==> src/rtl/flu_issue_scheduler.sv <==
// Issue-side scheduler for the fixed-latency unit group (ALU/branch, CSR
// buffer, multiplier/divider). It arbitrates the single shared writeback
// port so that no two results ever land on it in the same cycle.
module flu_issue_scheduler #(
    parameter int TRANS_ID_BITS = 3,
    parameter int MUL_LAT       = 1
) (
    input  logic                     clk_i,
    input  logic                     rst_ni,
    input  logic                     flush_i,
    input  logic                     issue_valid_i,
    input  logic [1:0]               issue_fu_i,
    input  logic [TRANS_ID_BITS-1:0] issue_trans_id_i,
    output logic                     issue_ready_o,
    input  logic                     csr_commit_i,
    input  logic                     div_done_i,
    output logic                     alu_valid_o,
    output logic                     csr_valid_o,
    output logic                     mult_valid_o,
    output logic                     wb_valid_o,
    output logic [TRANS_ID_BITS-1:0] wb_trans_id_o,
    output logic [1:0]               wb_src_o,
    output logic [15:0]              stall_cnt_o
);

    localparam logic [1:0] FU_ALU = 2'd0;
    localparam logic [1:0] FU_CSR = 2'd1;
    localparam logic [1:0] FU_MUL = 2'd2;
    localparam logic [1:0] FU_DIV = 2'd3;

    // Multiplier reservation pipe. Bit 0 is the MUL result on the port in
    // the current cycle; bit k is a result landing k cycles from now. A MUL
    // accepted this cycle enters at depth MUL_LAT-1 after the edge so that it
    // reaches bit 0 exactly MUL_LAT cycles after acceptance.
    logic [MUL_LAT-1:0]       res_q, res_d;
    logic [TRANS_ID_BITS-1:0] tid_q [MUL_LAT];
    logic [TRANS_ID_BITS-1:0] tid_d [MUL_LAT];
    logic                     csr_full_q, csr_full_d;
    logic                     div_busy_q, div_busy_d;
    logic [TRANS_ID_BITS-1:0] div_tid_q, div_tid_d;
    logic [15:0]              stall_cnt_q, stall_cnt_d;

    logic div_wb, class_ok;
    logic acc_alu, acc_csr, acc_mul, acc_div;

    function automatic logic [15:0] sat_inc(input logic [15:0] v);
        return (v == 16'hFFFF) ? v : v + 16'd1;
    endfunction

    // A done pulse only counts while a divide is actually outstanding.
    assign div_wb = div_done_i && div_busy_q;

    // Per-class admission: ALU/CSR write back immediately, so they need the
    // port free now; MUL relies on fixed latency and only waits on the
    // divider; DIV needs the whole reservation pipe drained because its
    // completion time is unknown.
    always_comb begin
        class_ok = 1'b0;
        case (issue_fu_i)
            FU_ALU, FU_CSR: class_ok = !res_q[0] && !div_wb;
            FU_MUL:         class_ok = !div_busy_q;
            FU_DIV:         class_ok = !div_busy_q && (res_q == '0);
            default:        class_ok = 1'b0;
        endcase
    end

    assign issue_ready_o = issue_valid_i && !flush_i && !csr_full_q && class_ok;
    assign acc_alu       = issue_ready_o && (issue_fu_i == FU_ALU);
    assign acc_csr       = issue_ready_o && (issue_fu_i == FU_CSR);
    assign acc_mul       = issue_ready_o && (issue_fu_i == FU_MUL);
    assign acc_div       = issue_ready_o && (issue_fu_i == FU_DIV);

    assign alu_valid_o   = acc_alu;
    assign csr_valid_o   = acc_csr;
    assign mult_valid_o  = acc_mul || acc_div;
    assign stall_cnt_o   = stall_cnt_q;

    // Writeback port mux; admission rules keep these sources mutually exclusive.
    always_comb begin
        wb_valid_o    = 1'b0;
        wb_trans_id_o = '0;
        wb_src_o      = 2'd0;
        if (!flush_i) begin
            if (acc_alu || acc_csr) begin
                wb_valid_o    = 1'b1;
                wb_trans_id_o = issue_trans_id_i;
                wb_src_o      = issue_fu_i;
            end else if (res_q[0]) begin
                wb_valid_o    = 1'b1;
                wb_trans_id_o = tid_q[0];
                wb_src_o      = FU_MUL;
            end else if (div_wb) begin
                wb_valid_o    = 1'b1;
                wb_trans_id_o = div_tid_q;
                wb_src_o      = FU_DIV;
            end
        end
    end

    // Next state: shift reservations, track CSR buffer and divider, count stalls.
    always_comb begin
        res_d = '0;
        for (int k = 0; k < MUL_LAT; k++) tid_d[k] = tid_q[k];
        for (int k = 0; k < MUL_LAT - 1; k++) begin
            res_d[k] = res_q[k+1];
            tid_d[k] = tid_q[k+1];
        end
        if (acc_mul) begin
            res_d[MUL_LAT-1] = 1'b1;
            tid_d[MUL_LAT-1] = issue_trans_id_i;
        end

        csr_full_d = csr_full_q;
        if (acc_csr)           csr_full_d = 1'b1;
        else if (csr_commit_i) csr_full_d = 1'b0;

        div_busy_d = div_busy_q;
        div_tid_d  = div_tid_q;
        if (acc_div) begin
            div_busy_d = 1'b1;
            div_tid_d  = issue_trans_id_i;
        end else if (div_wb) begin
            div_busy_d = 1'b0;
        end

        if (flush_i) begin
            res_d      = '0;
            csr_full_d = 1'b0;
            div_busy_d = 1'b0;
        end

        stall_cnt_d = stall_cnt_q;
        if (issue_valid_i && !issue_ready_o) stall_cnt_d = sat_inc(stall_cnt_q);
    end

    // State registers; reset drops every pending result at once.
    always_ff @(posedge clk_i or negedge rst_ni) begin
        if (!rst_ni) begin
            res_q       <= '0;
            for (int k = 0; k < MUL_LAT; k++) tid_q[k] <= '0;
            csr_full_q  <= 1'b0;
            div_busy_q  <= 1'b0;
            div_tid_q   <= '0;
            stall_cnt_q <= '0;
        end else begin
            res_q       <= res_d;
            for (int k = 0; k < MUL_LAT; k++) tid_q[k] <= tid_d[k];
            csr_full_q  <= csr_full_d;
            div_busy_q  <= div_busy_d;
            div_tid_q   <= div_tid_d;
            stall_cnt_q <= stall_cnt_d;
        end
    end

endmodule
==> config.mk <==
export PLATFORM = sky130hd
export DESIGN_NAME = flu_issue_scheduler
export DESIGN_NICKNAME = d
export VERILOG_FILES = /design/src/rtl/flu_issue_scheduler.sv
export SDC_FILE = /design/constraint.sdc
export NUM_CORES = 1
export LEC_CHECK = 0
export CORE_MARGIN = 1.5
export CORE_UTILIZATION = 42
export DETAILED_ROUTE_END_ITERATION = 7
export GPL_TIMING_DRIVEN = 0
export PLACE_DENSITY = 0.74
export SYNTH_ARGS = -nofsm -noshare
export SYNTH_HDL_FRONTEND = slang
export SYNTH_SLANG_ARGS = --single-unit
==> constraint.sdc <==
create_clock -name clk_i -period 1.95 [get_ports clk_i]
set_input_delay 0.195 -clock clk_i [delete_from_list [all_inputs] [get_ports clk_i]]
set_output_delay 0.195 -clock clk_i [all_outputs]
set_load 0.03 [all_outputs]
==> out/results.tsv <==
stage	metric	value	unit
global_routing	grt_overflow	0	
floorplanning	die_width	58.9	microns
sta	skew	1.44	ps
logic_synthesis	synth_area_per_cell	10.2	sq um
drt	drt_wl_total	3290	microns
floorplanning	die_h	58.9	microns
floorplanning	core_area	3000	sq um
place	dp_hpwl	2160	microns
pwr	combPwrFrac	42.0	%
logic_synthesis	yosysSeqAreaShare	47.7	%
global_routing	grt_max_degree	26	
logic_synthesis	synthTopCellsByArea	dfrtp_1, mux2_2, xor2_1	
cells_and_area	nets	189	
cells_and_area	final_layout_size_suffix_gt1_share	34.7	%
drt	drc_errors	0	
cts	clk_pin_slew	130	ps
pwr	p_switching	0.688	mW
sta	drv_slew	0	
logic_synthesis	synth_nets	140	
cells_and_area	final_common_cell	clkdlybuf4s50_1	
logic_synthesis	netlist_instances	128	
logic_synthesis	synth.distinct_cells	33	
sta	relSlewSlack	23.1	%
sta	period_needed	2140	ps
place	portBuffers	35	
sta	tightest_slew	1150	ps
floorplanning	dieArea	3470	sq um
critical_path	reg2reg_depth	6	
floorplanning	rows	20	
min_path	holdPathStages	2	
critical_path	worstPathMaxFanout	4	
critical_path	reg2reg_setup_slack	-120	ps
sta	timing.final.crit_share	110	%
min_path	hp-start	flush_i	
critical_path	cp_cell_sequence	or3b_4, or4_4, nor2_1, buf_4	
logic_synthesis	synth_seq_cells	25	
global_routing	groute.usage.overall	19.7	%
min_path	hold_path.class	input port to flip-flop	
critical_path	slowest_delay	520	ps
cells_and_area	diodes	0	
drt	routedWlPerCell	15.7	microns
critical_path	r2r-end	stall_cnt_o[1]	
cts	htree_levels	1	
critical_path	arrival	1950	ps
pwr	p_sw_share	39.3	%
critical_path	rr_startpoint	csr_full_q	
cts	hold_buffers	0	
drt	vias	1165	
cells_and_area	area_growth_syn_to_layout	46.9	%
logic_synthesis	synth_ff_type	dfrtp_1	
critical_path	crit_required	1750	ps
cts	cts_tree	built	
sta	fmax	0.466	GHz
pwr	peakVddDrop	0.697	mV
logic_synthesis	synth_edf_count	0	
pwr	clkPwrFrac	13.4	%
sta	whs	69.9	ps
drt	dr.first_iter.drc_count	37	
sta	finalHoldViolCount	0	
floorplanning	start_util	43.7	%
critical_path	cpMaxStageDelayCell	or4_4	
flow_run	cap_violations	0	
logic_synthesis	yosys.area.top_type	dfrtp_1	
sta	setup_violations	18	
sta	rsz0062_at_grt	true	
status	violations	negative setup slack	
critical_path	start_kind	flip-flop	
logic_synthesis	synthArstFlopShare	100	%
cts	clock_latency	320	ps
logic_synthesis	synth_top_area_share	47.7	%
min_path	worstHoldEndpoint	csr_full_q	
pwr	p_leak	0.853	nW
logic_synthesis	ys_warn_count	0	
drt	drtPass1Iterations	4	
place	pre_cts_slack	-1190	ps
global_routing	grt_first_pass_wirelength	5260	microns
critical_path	path_class	flip-flop to output pin	
floorplanning	io-pin-count	37	
cts	clock-sinks	25	
cts	cts_buffers	3	
sta	setup_ws	-195	ps
cts	clock_path_buffers	2	
global_routing	antenna_found_initial	0	
place	gp_congestion	0.792	
cts	cts_root_buf	clkbuf_4	
critical_path	cp-end-kind	output pin	
pwr	power.share.sequential	44.6	%
drt	ant_nets	0	
pwr	p_int	1.06	mW
global_routing	grt_pass1_vias	1130	
logic_synthesis	synth_area	1310	sq um
pwr	power_density	908	nW/um^2
drt	routed_via_density	5.57	
cells_and_area	mostFrequentLayoutCells	clkdlybuf4s50_1, dfrtp_1, buf_4	
status	status	complete, but fails checks	
[kinds of logic after synthesis]
group / Yosys count / share of synthesized area (%)
muxes: 9 / 8.02
and+or+nand+nor: 64 / 27.0
DFF: 25 / 47.7
adders and majority gates: 1 / 0.954
xor gates and xnor gates: 13 / 8.68
buffers and inverters: 8 / 3.43
AOI/OAI and AO/OA: 8 / 4.20
[critical path, delay by kind of cell, from the launching register on]
kind / cells / cell delay (ps)
AND/OR/NAND/NOR: 3 / 1040
flip-flops: 1 / 410
buffers and inverters: 1 / 170
[registers in the layout, summed over array words and instances, names as in the netlist]
signal / flops
res_q: 1
csr_full_q: 1
tid_q: 3
div_busy_q: 1
div_tid_q: 3
stall_cnt_o: 16
[area by class of cell]
type | instances | area, sq um
buffer | 4 | 38.8
inverter | 3 | 11.3
clock buffer | 3 | 22.5
multi-input combinational | 95 | 741
clock inverter | 1 | 5.00
fill | 249 | 1080
sequential | 25 | 628
tap | 33 | 41.3
timing repair buffer | 45 | 439
[synthesized netlist by cell type, types with 2 or more instances]
cell type  count
a21oi_1        3
a221oi_1       3
and3_1         2
buf_6          2
clkbuf_1       3
dfrtp_1       25
inv_1          3
mux2_2         8
nand2_1       11
nand2b_1       6
nand3_1        7
nor2_1        13
nor3_1         9
nor4_1         2
nor4b_1        2
xnor2_1        3
xor2_1        10
[routing by layer]
layer / vias up / global-route usage [%] / wire length [microns]
li1: 549 / - / -
met1: 574 / 28.2 / 1500
met2: 35 / 31.1 / 1590
met3: 7 / 1.98 / 140
met4: 0 / 6.82 / 57
met5: - / 0 / 0
[metrics by stage]
stage | power (mW) | instances | instance area [sq um] | setup TNS, ps | utilization, %
6_report | 1.75 | 209 | 1930 | -1430 | 64.2
5_1_grt | 1.85 | 209 | 1930 | -2770 | 64.2
4_1_cts | 1.69 | 205 | 1850 | -1420 | 61.6
3_5_place_dp | 1.42 | 196 | 1720 | -16230 | 57.2
3_3_place_gp | 1.40 | 196 | 1720 | -15760 | 57.2
2_1_floorplan | 1.14 | 128 | 1330 | -27.8 | -
[timing repair]
action                                  4_1_cts  5_1_grt
pin swaps                                     7        4
hold endpoints to repair                      0        0
endpoints found under the setup margin       24       31
resized for setup                            76       12
buffers inserted                              6        4
[power by group through the flow]
stage | combinational, mW | clock (mW) | sequential (mW)
floorplan | 0.212 | 0 | 0.927
global placement | 0.627 | 0 | 0.773
detailed placement | 0.640 | 0 | 0.784
CTS | 0.672 | 0.238 | 0.781
global route | 0.781 | 0.262 | 0.802
finish | 0.735 | 0.234 | 0.781
[how the worst max path moves through the flow]
| stage | startpoint | depth (start not counted) | endpoint |
|---|---|---|---|
| 4_1_cts | csr_full_q | 4 | alu_valid_o |
| 3_3_place_gp | issue_valid_i | 6 | wb_src_o[0] |
| 5_1_grt | csr_full_q | 4 | alu_valid_o |
| 3_5_place_dp | issue_valid_i | 6 | wb_src_o[0] |
| 2_1_floorplan | csr_full_q | 4 | wb_src_o[0] |
| 6_report | csr_full_q | 4 | alu_valid_o |
No activity file was read; power rests on OpenSTA's default activity.
